`config.mk`:
```
export PLATFORM = sky130hd
export DESIGN_NAME = fft_modulus_calc
export DESIGN_NICKNAME = d
export VERILOG_FILES = /design/src/rtl/fft_modulus_calc.sv
export SDC_FILE = /design/constraint.sdc
export NUM_CORES = 2
export LEC_CHECK = 0
export ABC_AREA = 0
export BUFFER_PORTS_ARGS = -buffer_cell sky130_fd_sc_hd__buf_2
export CAP_MARGIN = 10
export CORE_MARGIN = 2
export CORE_UTILIZATION = 50
export DETAILED_ROUTE_END_ITERATION = 8
export PLACE_DENSITY = 0.64
export REMOVE_ABC_BUFFERS = 1
export SYNTH_ARGS = -nofsm -noshare
export SYNTH_HDL_FRONTEND = slang
export SYNTH_SLANG_ARGS = --single-unit
export TNS_END_PERCENT = 100
```
`constraint.sdc`:
```
create_clock -name clk -period 10.25 [get_ports clk]
set_input_delay 0.5125 -clock clk [delete_from_list [all_inputs] [get_ports clk]]
set_output_delay 0.5125 -clock clk [all_outputs]
set_load 0.005 [all_outputs]
```
`src/rtl/fft_modulus_calc.sv`:
```
// Turns FFT bins into re^2+im^2 power words tagged {sop, eop, bin_idx} for the modulus FIFO.
// Capture starts and stops on frame boundaries. The 3-stage pipeline stalls as a whole on FIFO backpressure.
module fft_modulus_calc #(
  parameter int IN_WIDTH  = 29,
  parameter int IDX_WIDTH = 13,
  parameter int PWR_WIDTH = 2*IN_WIDTH,
  parameter int OUT_WIDTH = 2 + IDX_WIDTH + PWR_WIDTH
) (
  input  logic                 clk,
  input  logic                 rst,
  input  logic                 en,
  input  logic                 in_valid,
  output logic                 in_ready,
  input  logic [IN_WIDTH-1:0]  in_re,
  input  logic [IN_WIDTH-1:0]  in_im,
  input  logic                 in_last,
  output logic                 fifo_wr_en,
  input  logic                 fifo_wr_vld,
  output logic [OUT_WIDTH-1:0] fifo_wr_data,
  output logic                 running,
  output logic [15:0]          frame_cnt,
  output logic                 frame_err
);
  typedef enum logic {IDLE, RUN} state_e;
  localparam logic [IDX_WIDTH-1:0] IDX_MAX = '1;

  state_e                          state_q, state_d;
  logic [IDX_WIDTH-1:0]            cnt_q, cnt_d;
  logic [3:1]                      vld_pipe_q, vld_pipe_d;
  logic [3:1]                      sop_q, sop_d, eop_q, eop_d;
  logic [3:1][IDX_WIDTH-1:0]       idx_q, idx_d;
  logic signed [IN_WIDTH-1:0]      s1_re_q, s1_re_d, s1_im_q, s1_im_d;
  logic [PWR_WIDTH-1:0]            s2_rr_q, s2_rr_d, s2_ii_q, s2_ii_d;
  logic [PWR_WIDTH-1:0]            s3_pwr_q, s3_pwr_d;
  logic [15:0]                     frame_cnt_q, frame_cnt_d;
  logic                            frame_err_q, frame_err_d;
  logic                            advance, accept, run_acc, wrap;
  logic signed [PWR_WIDTH-1:0]     re_x, im_x;

  always_comb begin
    advance  = !vld_pipe_q[3] || fifo_wr_vld;
    in_ready = (state_q == IDLE) || advance;
    accept   = in_valid && in_ready;
    run_acc  = accept && (state_q == RUN);
    wrap     = (cnt_q == IDX_MAX);
    re_x     = {{(PWR_WIDTH-IN_WIDTH){s1_re_q[IN_WIDTH-1]}}, s1_re_q};
    im_x     = {{(PWR_WIDTH-IN_WIDTH){s1_im_q[IN_WIDTH-1]}}, s1_im_q};

    state_d     = state_q;
    cnt_d       = cnt_q;
    frame_err_d = frame_err_q;
    frame_cnt_d = frame_cnt_q;
    vld_pipe_d  = vld_pipe_q;
    sop_d       = sop_q;
    eop_d       = eop_q;
    idx_d       = idx_q;
    s1_re_d     = s1_re_q;
    s1_im_d     = s1_im_q;
    s2_rr_d     = s2_rr_q;
    s2_ii_d     = s2_ii_q;
    s3_pwr_d    = s3_pwr_q;

    // en only matters on the beat that closes a frame
    if (accept && in_last) begin
      if (state_q == IDLE && en)       state_d = RUN;
      else if (state_q == RUN && !en)  state_d = IDLE;
    end

    // A frame is wrong whenever in_last and a full count disagree; either one closes it
    if (run_acc) begin
      cnt_d = (in_last || wrap) ? '0 : cnt_q + 1'b1;
      if (in_last != wrap) frame_err_d = 1'b1;
    end

    if (advance) begin
      vld_pipe_d = {vld_pipe_q[2:1], run_acc};
      if (run_acc) begin
        s1_re_d  = in_re;
        s1_im_d  = in_im;
        idx_d[1] = cnt_q;
        sop_d[1] = (cnt_q == '0);
        eop_d[1] = in_last || wrap;
      end
      s2_rr_d  = re_x * re_x;
      s2_ii_d  = im_x * im_x;
      idx_d[2] = idx_q[1];
      sop_d[2] = sop_q[1];
      eop_d[2] = eop_q[1];
      // both squares are below 2^57, so the sum cannot carry out of PWR_WIDTH
      s3_pwr_d = s2_rr_q + s2_ii_q;
      idx_d[3] = idx_q[2];
      sop_d[3] = sop_q[2];
      eop_d[3] = eop_q[2];
    end

    fifo_wr_en   = vld_pipe_q[3] && fifo_wr_vld;
    fifo_wr_data = {sop_q[3], eop_q[3], idx_q[3], s3_pwr_q};
    if (fifo_wr_en && eop_q[3]) frame_cnt_d = frame_cnt_q + 16'd1;

    running   = (state_q == RUN);
    frame_cnt = frame_cnt_q;
    frame_err = frame_err_q;
  end

  always_ff @(posedge clk) begin
    if (rst) begin
      state_q     <= IDLE;
      cnt_q       <= '0;
      vld_pipe_q  <= '0;
      sop_q       <= '0;
      eop_q       <= '0;
      idx_q       <= '0;
      s1_re_q     <= '0;
      s1_im_q     <= '0;
      s2_rr_q     <= '0;
      s2_ii_q     <= '0;
      s3_pwr_q    <= '0;
      frame_cnt_q <= '0;
      frame_err_q <= 1'b0;
    end else begin
      state_q     <= state_d;
      cnt_q       <= cnt_d;
      vld_pipe_q  <= vld_pipe_d;
      sop_q       <= sop_d;
      eop_q       <= eop_d;
      idx_q       <= idx_d;
      s1_re_q     <= s1_re_d;
      s1_im_q     <= s1_im_d;
      s2_rr_q     <= s2_rr_d;
      s2_ii_q     <= s2_ii_d;
      s3_pwr_q    <= s3_pwr_d;
      frame_cnt_q <= frame_cnt_d;
      frame_err_q <= frame_err_d;
    end
  end
endmodule

```
Word-level counts from Yosys, hierarchy flattened
Cells that the tools add are included.
Cells by class
  add/sub/neg operators: 3
  multiply operators: 2
  divide/modulo/power cells: 0
  order comparisons: 0
  equality and inequality tests: 2
  shift-type cells: 0
  multiplexer cells: 3
  bitwise logic cells: 1
  reductions and logical operators: 17
Operator list (count)
  multiplier 29 x 29 -> 58 bit: 2
  adder 58 bit: 1
  adder 16 x 1 -> 16 bit, second input constant: 1
  adder 13 x 1 -> 13 bit, second input constant: 1
  == test 13 bit, second input constant: 1
  logical NOT 13 bit: 1
  2-to-1 mux 13 bit: 1
  logical AND 1 bit: 7
  AND reduction 2 bit: 3
  logical OR 1 bit: 3
  logical NOT 1 bit: 2
  2-to-1 mux 1 bit: 2
  nonzero test 2 bit: 1
  inequality test 1 bit: 1
  NOT 1 bit: 1
Word-level totals
  register bits after elaboration: 311
  latch bits: 0
  RAM bits: 0
  memory bits (read-only): 0
  input bits: 64
  output and inout port bits: 93
  logic and storage cells: 45
  memories: 0

Depth between registers and ports, before layout
  word-level depth: 6
  depth in mapped cells: 32
  gate-level depth less buffers: 29

Worst setup path after synthesis
No wires, ideal clock.
  path type: flip-flop to flip-flop
  start point: reg s1_re_q[28]
  end point: reg s2_rr_q[55]
  setup time: 0.117 ns
  data arrival time: 8.236 ns
  data required time: 10.133 ns
  path slack: 1.897 ns
  stages on the path, launching flop included: 28
  buffers on the path: 3
  period minus slack after synthesis: 8.353 ns
  path through: dfxtp_1 > clkbuf_1 > clkbuf_1 > and2_1 > fa_1 > inv_1 > fa_1 > inv_1 > fa_1 > fa_1 > inv_1 > fa_1 > inv_1 > fa_1 > fa_1 > inv_1 > fa_1 > inv_1 > ha_1 > clkbuf_1 > nor2b_1 > or4_1 > a221oi_1 > o21ai_0 > or3_1 > a31oi_2 > nand3_1 > a32o_1
Between the ends
  longest elaborated chain between the ends: 1
Ends and longest elaborated chain
  from (decl): RTL line 32  | logic signed [IN_WIDTH-1:0] s1_re_q, s1_re_d, s1_im_q, s1_im_d;
  from (signal assigned): RTL line 127  | s1_re_q <= s1_re_d;
  multiplier 29 x 29 -> 58 bit: RTL line 84  | s2_rr_d = re_x * re_x;
  to (signal assigned): RTL line 129  | s2_rr_q <= s2_rr_d;
  to (decl): RTL line 33  | logic [PWR_WIDTH-1:0] s2_rr_q, s2_rr_d, s2_ii_q, s2_ii_d;
Every way passes these cells.
A chain may end at the register's enable or synchronous reset.

Worst setup path after layout
  start point: reg s1_im_q[28]
  end point: reg s2_ii_q[55]
Between the ends
  longest elaborated chain between the ends: 1
Ends and longest elaborated chain
  from (decl): RTL line 32
  from (signal assigned): RTL line 128  | s1_im_q <= s1_im_d;
  multiplier 29 x 29 -> 58 bit: RTL line 85  | s2_ii_d = im_x * im_x;
  to (signal assigned): RTL line 130  | s2_ii_q <= s2_ii_d;
  to (decl): RTL line 33
Every way passes these cells.

==> results by stage <==
Worst setup path:
- The slack of the worst reg-to-reg path is 1190 ps.
- The setup path with the least slack is of type reg2reg.
- The worst register-to-register path has a depth of 26.
- The element type at the critical path end is a flip-flop.
- The startpoint identified for the worst register-to-register timing path is s1_im_q[28]$_SDFFE_PP0P_.
- The arrival time of the worst setup path is 9510 ps.
- The type of element launching the critical path is a flip-flop.
- The capturing point of the worst reg2reg path is s2_ii_q[55]$_SDFFE_PP0P_.
- Along the worst path, the maximum fanout reaches 18.
- The required time of the critical path is 10700 ps.

Drt:
- The post-route antenna net violation count is 0.
- Dividing the detail-routed via count by the number of cells gives 5.29.
- The first routing iteration left 2791 violations.
- Dividing the detail-routed wire length by the instance count gives 18.9 µm.
- The final routed wirelength across all metal layers is 173000 µm.
- In the routed design, unresolved DRC markers number 0.
- The first detailed-routing pass took 5 iterations.
- Detailed routing inserted a total of 48500 vias.

Yosys:
- After synthesis, the largest family of logic cells by area is adder cells.
- The share of synthesized area occupied by flip-flops and latches is 9.08%.
- The average cell area after synthesis is 9.25 µm².
- Summing the areas of all compound-gate instances in the mapped netlist gives 7.27% of the synthesized area.
- For this run, asynchronously set or reset flops after synthesis account for 0%.
- For this run, the number of Yosys warnings is 0.
- Among all flip-flop cells after synthesis, the most frequent one is dfxtp_1.
- The simple-gate share of the synthesized area is 12.1%.
- Counting flops with a built-in enable in the synthesized netlist gives 0.
- The synthesized netlist contains 81 unique library cells.
- The synthesized-area fraction occupied by adder cells is 56.7%.
- The synthesized netlist devotes 2.82% of its cell area to XOR and XNOR gates.
- The cell area that synthesis handed to floorplanning was 68100 µm².
- The multiplexer share of the synthesized area is 0.0753%.
- The synthesized flop and latch total is 309.
- The number of standard cells after synthesis is 7367.

Finish:
- In the final layout, flip-flops and latches occupy 6190 µm².
- From synthesis to final layout, the design area changed by 5.77%.
- The area of the multi-input gates is 53800 µm².
- The proportion of layout cells with a drive suffix above 1 is 4.82%.
- At the end of the flow, the number of nets in the layout was 9499.
- Measured on the finished design, the core utilization comes to 53.2%.
- The final-layout fill cell count is 12400.

Status:
- The flow ran to the end, and the final reports show no timing, DRC or antenna violations.

Global route:
- For this run the aggregate overflow at the end of global routing stands at 0.
- The global-route wire length before repair is 286000 µm.
- Global routing consumed, over all layers together, 26.1% of the routing resources.
- The initial antenna violation count is 2.
- The largest net degree at the start of global routing is 75.
- The via count of the first global-routing pass is 53700.

STA:
- The final critical path takes up 88.4% of the cycle.
- On the final layout, the worst hold slack is 137 ps.
- The smallest clock period supported by the final layout is computed as 9060 ps.
- Setup repair after global routing left no endpoint under its margin.
- The total setup violations reported at the end of the flow is 0.
- At the pin with the least slew margin, the transition time is 1130 ps.
- The final number of hold-violating endpoints is 0.
- Headroom to the max-slew limit came out at 24.2%.
- The setup total negative slack is 0 ps.
- Clock skew on the completed layout was measured at 22.1 ps.
- Derived from the worst setup path, the maximum achievable clock frequency is 110 MHz.
- The count of pins over their slew limit is 0.

Clock network:
- The number of H-tree branching levels is 2.
- The clock edge transition at the registers on the reported setup and hold paths is 60 ps.
- The number of buffers between clock root and the deepest sink is 3.
- The TritonCTS clock tree is done.
- TritonCTS created 39 clock buffers.
- The insertion delay to the later sink of the worst-skew pair is 610 ps.
- Hold repair after CTS inserted 0 buffers.
- The number of setup buffers added after CTS is 0.
- The tree is rooted in a clkbuf_16.
- Once the clock tree was built, the resizer swapped 0 gates to a different size.
- The number of sinks driven by the clock tree is 309.

Floorplanning:
- The effective utilization at floorplan is 50.3%.
- The width of the chip is 373 µm.
- 157 I/O pins were placed.
- The number of rows in the core area is 135.
- The full die area is 139000 µm².
- The placeable core region is 135000 µm².
- The chip height is 373 µm.

Placed design:
- The number of port buffers is 156.
- The wire-length estimate of the detail-placed layout is 143000 µm.
- The last weighted congestion value of the routability-driven placer is 0.932.

Hold path:
- For hold timing, the worst endpoint is s1_im_q[22]$_SDFFE_PP0P_.
- Counting instances, the worst hold path has a depth of 3.
- The worst min-delay path class is in2reg.
- The startpoint of the tightest hold check path is in_im[22].

Pwr:
- The power density of the placed cells is 41.6 nW/µm².
- The reported leakage power is 38.8 nW.
- The worst-case IR drop observed on VDD is 103 µV.

Flow run:
- The tool flagged a number of max-cap violations equal to 0.
[per-stage QoR]
step / area, µm² / worst slack (ps) / instances / power, mW
finish: 72000 / 1190 / 9165 / 3.00
global route: 72000 / 647 / 9163 / 3.11
CTS: 72000 / 1250 / 9163 / 3.04
detailed placement: 70700 / 1320 / 9092 / 1.49
global placement: 70700 / 1340 / 9092 / 1.49
floorplan: 66900 / 1700 / 7070 / 1.38
[critical path: stages, from the launching register on]
cell	delay (ps)
dfxtp_2	660
nand2_1	240
inv_1	200
fa_1	460
inv_1	230
fa_1	470
inv_1	220
fa_1	530
fa_1	980
inv_1	440
fa_1	590
inv_1	50
fa_1	520
inv_1	50
fa_1	450
fa_1	510
inv_1	40
ha_1	350
nand4_1	190
nor2_1	200
nand3_1	200
a2111oi_0	400
buf_4	220
o21ai_0	160
a31oi_1	250
mux2i_1	210
a21oi_1	80
[routing by layer]
| layer | track usage [%] | vias up | wire, µm |
|---|---|---|---|
| li1 | - | 21800 | - |
| met1 | 34.3 | 25000 | 70700 |
| met2 | 44.3 | 1375 | 85200 |
| met3 | 4.12 | 338 | 11300 |
| met4 | 8.34 | 0 | 6240 |
| met5 | 0 | - | 0 |
[power breakdown]
| group | internal [mW] | switching (mW) | total [mW] | leakage, nW |
|---|---|---|---|---|
| Sequential | 1.21 | 0.0201 | 1.23 | 2.49 |
| Combinational | 0.0800 | 0.156 | 0.236 | 35.6 |
| Clock | 0.907 | 0.621 | 1.53 | 0.683 |
| Total | 2.20 | 0.797 | 3.00 | 38.8 |
[cells in the mapped netlist, types with 10 or more instances]
| cell | n | share of area (%) |
|---|---|---|
| a211oi_1 | 33 | 0.36 |
| a21o_1 | 74 | 0.82 |
| a21oi_1 | 357 | 2.6 |
| a31oi_1 | 21 | 0.19 |
| and2_1 | 333 | 3.1 |
| and3_1 | 35 | 0.32 |
| buf_1 | 10 | 0.055 |
| buf_4 | 15 | 0.17 |
| clkbuf_1 | 272 | 1.5 |
| dfxtp_1 | 309 | 9.1 |
| fa_1 | 1673 | 49 |
| ha_1 | 410 | 7.5 |
| inv_1 | 1856 | 10 |
| nand2_1 | 992 | 5.5 |
| nand2b_1 | 35 | 0.32 |
| nand3_1 | 40 | 0.29 |
| nand4_1 | 23 | 0.21 |
| nor2_1 | 199 | 1.1 |
| nor2b_1 | 61 | 0.56 |
| nor3_1 | 23 | 0.17 |
| o211ai_1 | 12 | 0.13 |
| o21a_1 | 20 | 0.22 |
| o21ai_0 | 136 | 1.0 |
| o21ai_1 | 13 | 0.096 |
| o21bai_1 | 14 | 0.15 |
| o31ai_1 | 10 | 0.11 |
| or3_1 | 19 | 0.17 |
| xnor2_1 | 117 | 1.5 |
| xor2_1 | 102 | 1.3 |
[flip-flops by register name (all words and copies together), names as in the netlist]
register and flops:
s1_re_q 29, cnt_q 13, eop_q 3, sop_q 3, frame_err 1, running 1
s1_im_q 29, fifo_wr_data 13, frame_cnt 16, vld_pipe_q 3, idx_q 26, s2_rr_q 57
s3_pwr_q 58, s2_ii_q 57
[kinds of logic (layout without fill, tap and decap cells)]
family | after synthesis | count (layout)
buf+inv | 2158 | 2173
fa+ha+maj | 2083 | 2083
simple gates | 1796 | 1796
compound gates | 797 | 797
flops | 309 | 309
xor+xnor | 219 | 219
mux | 5 | 5
other cells | 0 | 2
[how the worst max path moves through the flow]
stage / start / to
2_1_floorplan: s1_re_q[28]$_SDFFE_PP0P_ / s2_rr_q[55]$_SDFFE_PP0P_
3_3_place_gp: s1_im_q[28]$_SDFFE_PP0P_ / s2_ii_q[55]$_SDFFE_PP0P_
3_5_place_dp: s1_im_q[28]$_SDFFE_PP0P_ / s2_ii_q[55]$_SDFFE_PP0P_
4_1_cts: s1_im_q[28]$_SDFFE_PP0P_ / s2_ii_q[55]$_SDFFE_PP0P_
5_1_grt: s1_im_q[28]$_SDFFE_PP0P_ / s2_ii_q[55]$_SDFFE_PP0P_
6_report: s1_im_q[28]$_SDFFE_PP0P_ / s2_ii_q[55]$_SDFFE_PP0P_
[cell usage in the layout, fill, tap and decap left out, types with 10 or more instances in the layout]
master and instances:
clkbuf_16 40, nor2_1 198, and2_1 333, nand2_1 991, nor3_1 23, and3_1 34, buf_2 155, o21a_1 20
o31ai_1 10, xor2_1 102, or3_1 19, fa_1 1673, ha_1 410, inv_1 1856, nand3_1 39, a21o_1 74
nand4_1 23, nor2b_1 60, xnor2_1 117, o211ai_1 12, o21bai_1 14, o21ai_1 13, buf_4 85, a211oi_1 33
dfxtp_1 302, nand2b_1 34, a21oi_1 357, o21ai_0 136, a31oi_1 21
[area by class of cell]
type                       count  share of cell area (%)
multi-input combinational   4900                    74.7
inverter                    1861                    9.70
sequential                   309                    8.60
tap                         1781                    3.09
timing repair buffer         241                    1.98
clock buffer                  48                    1.49
clock inverter                23                   0.443
antenna                        2                 0.00695
Power figures use the tool's default switching activity.
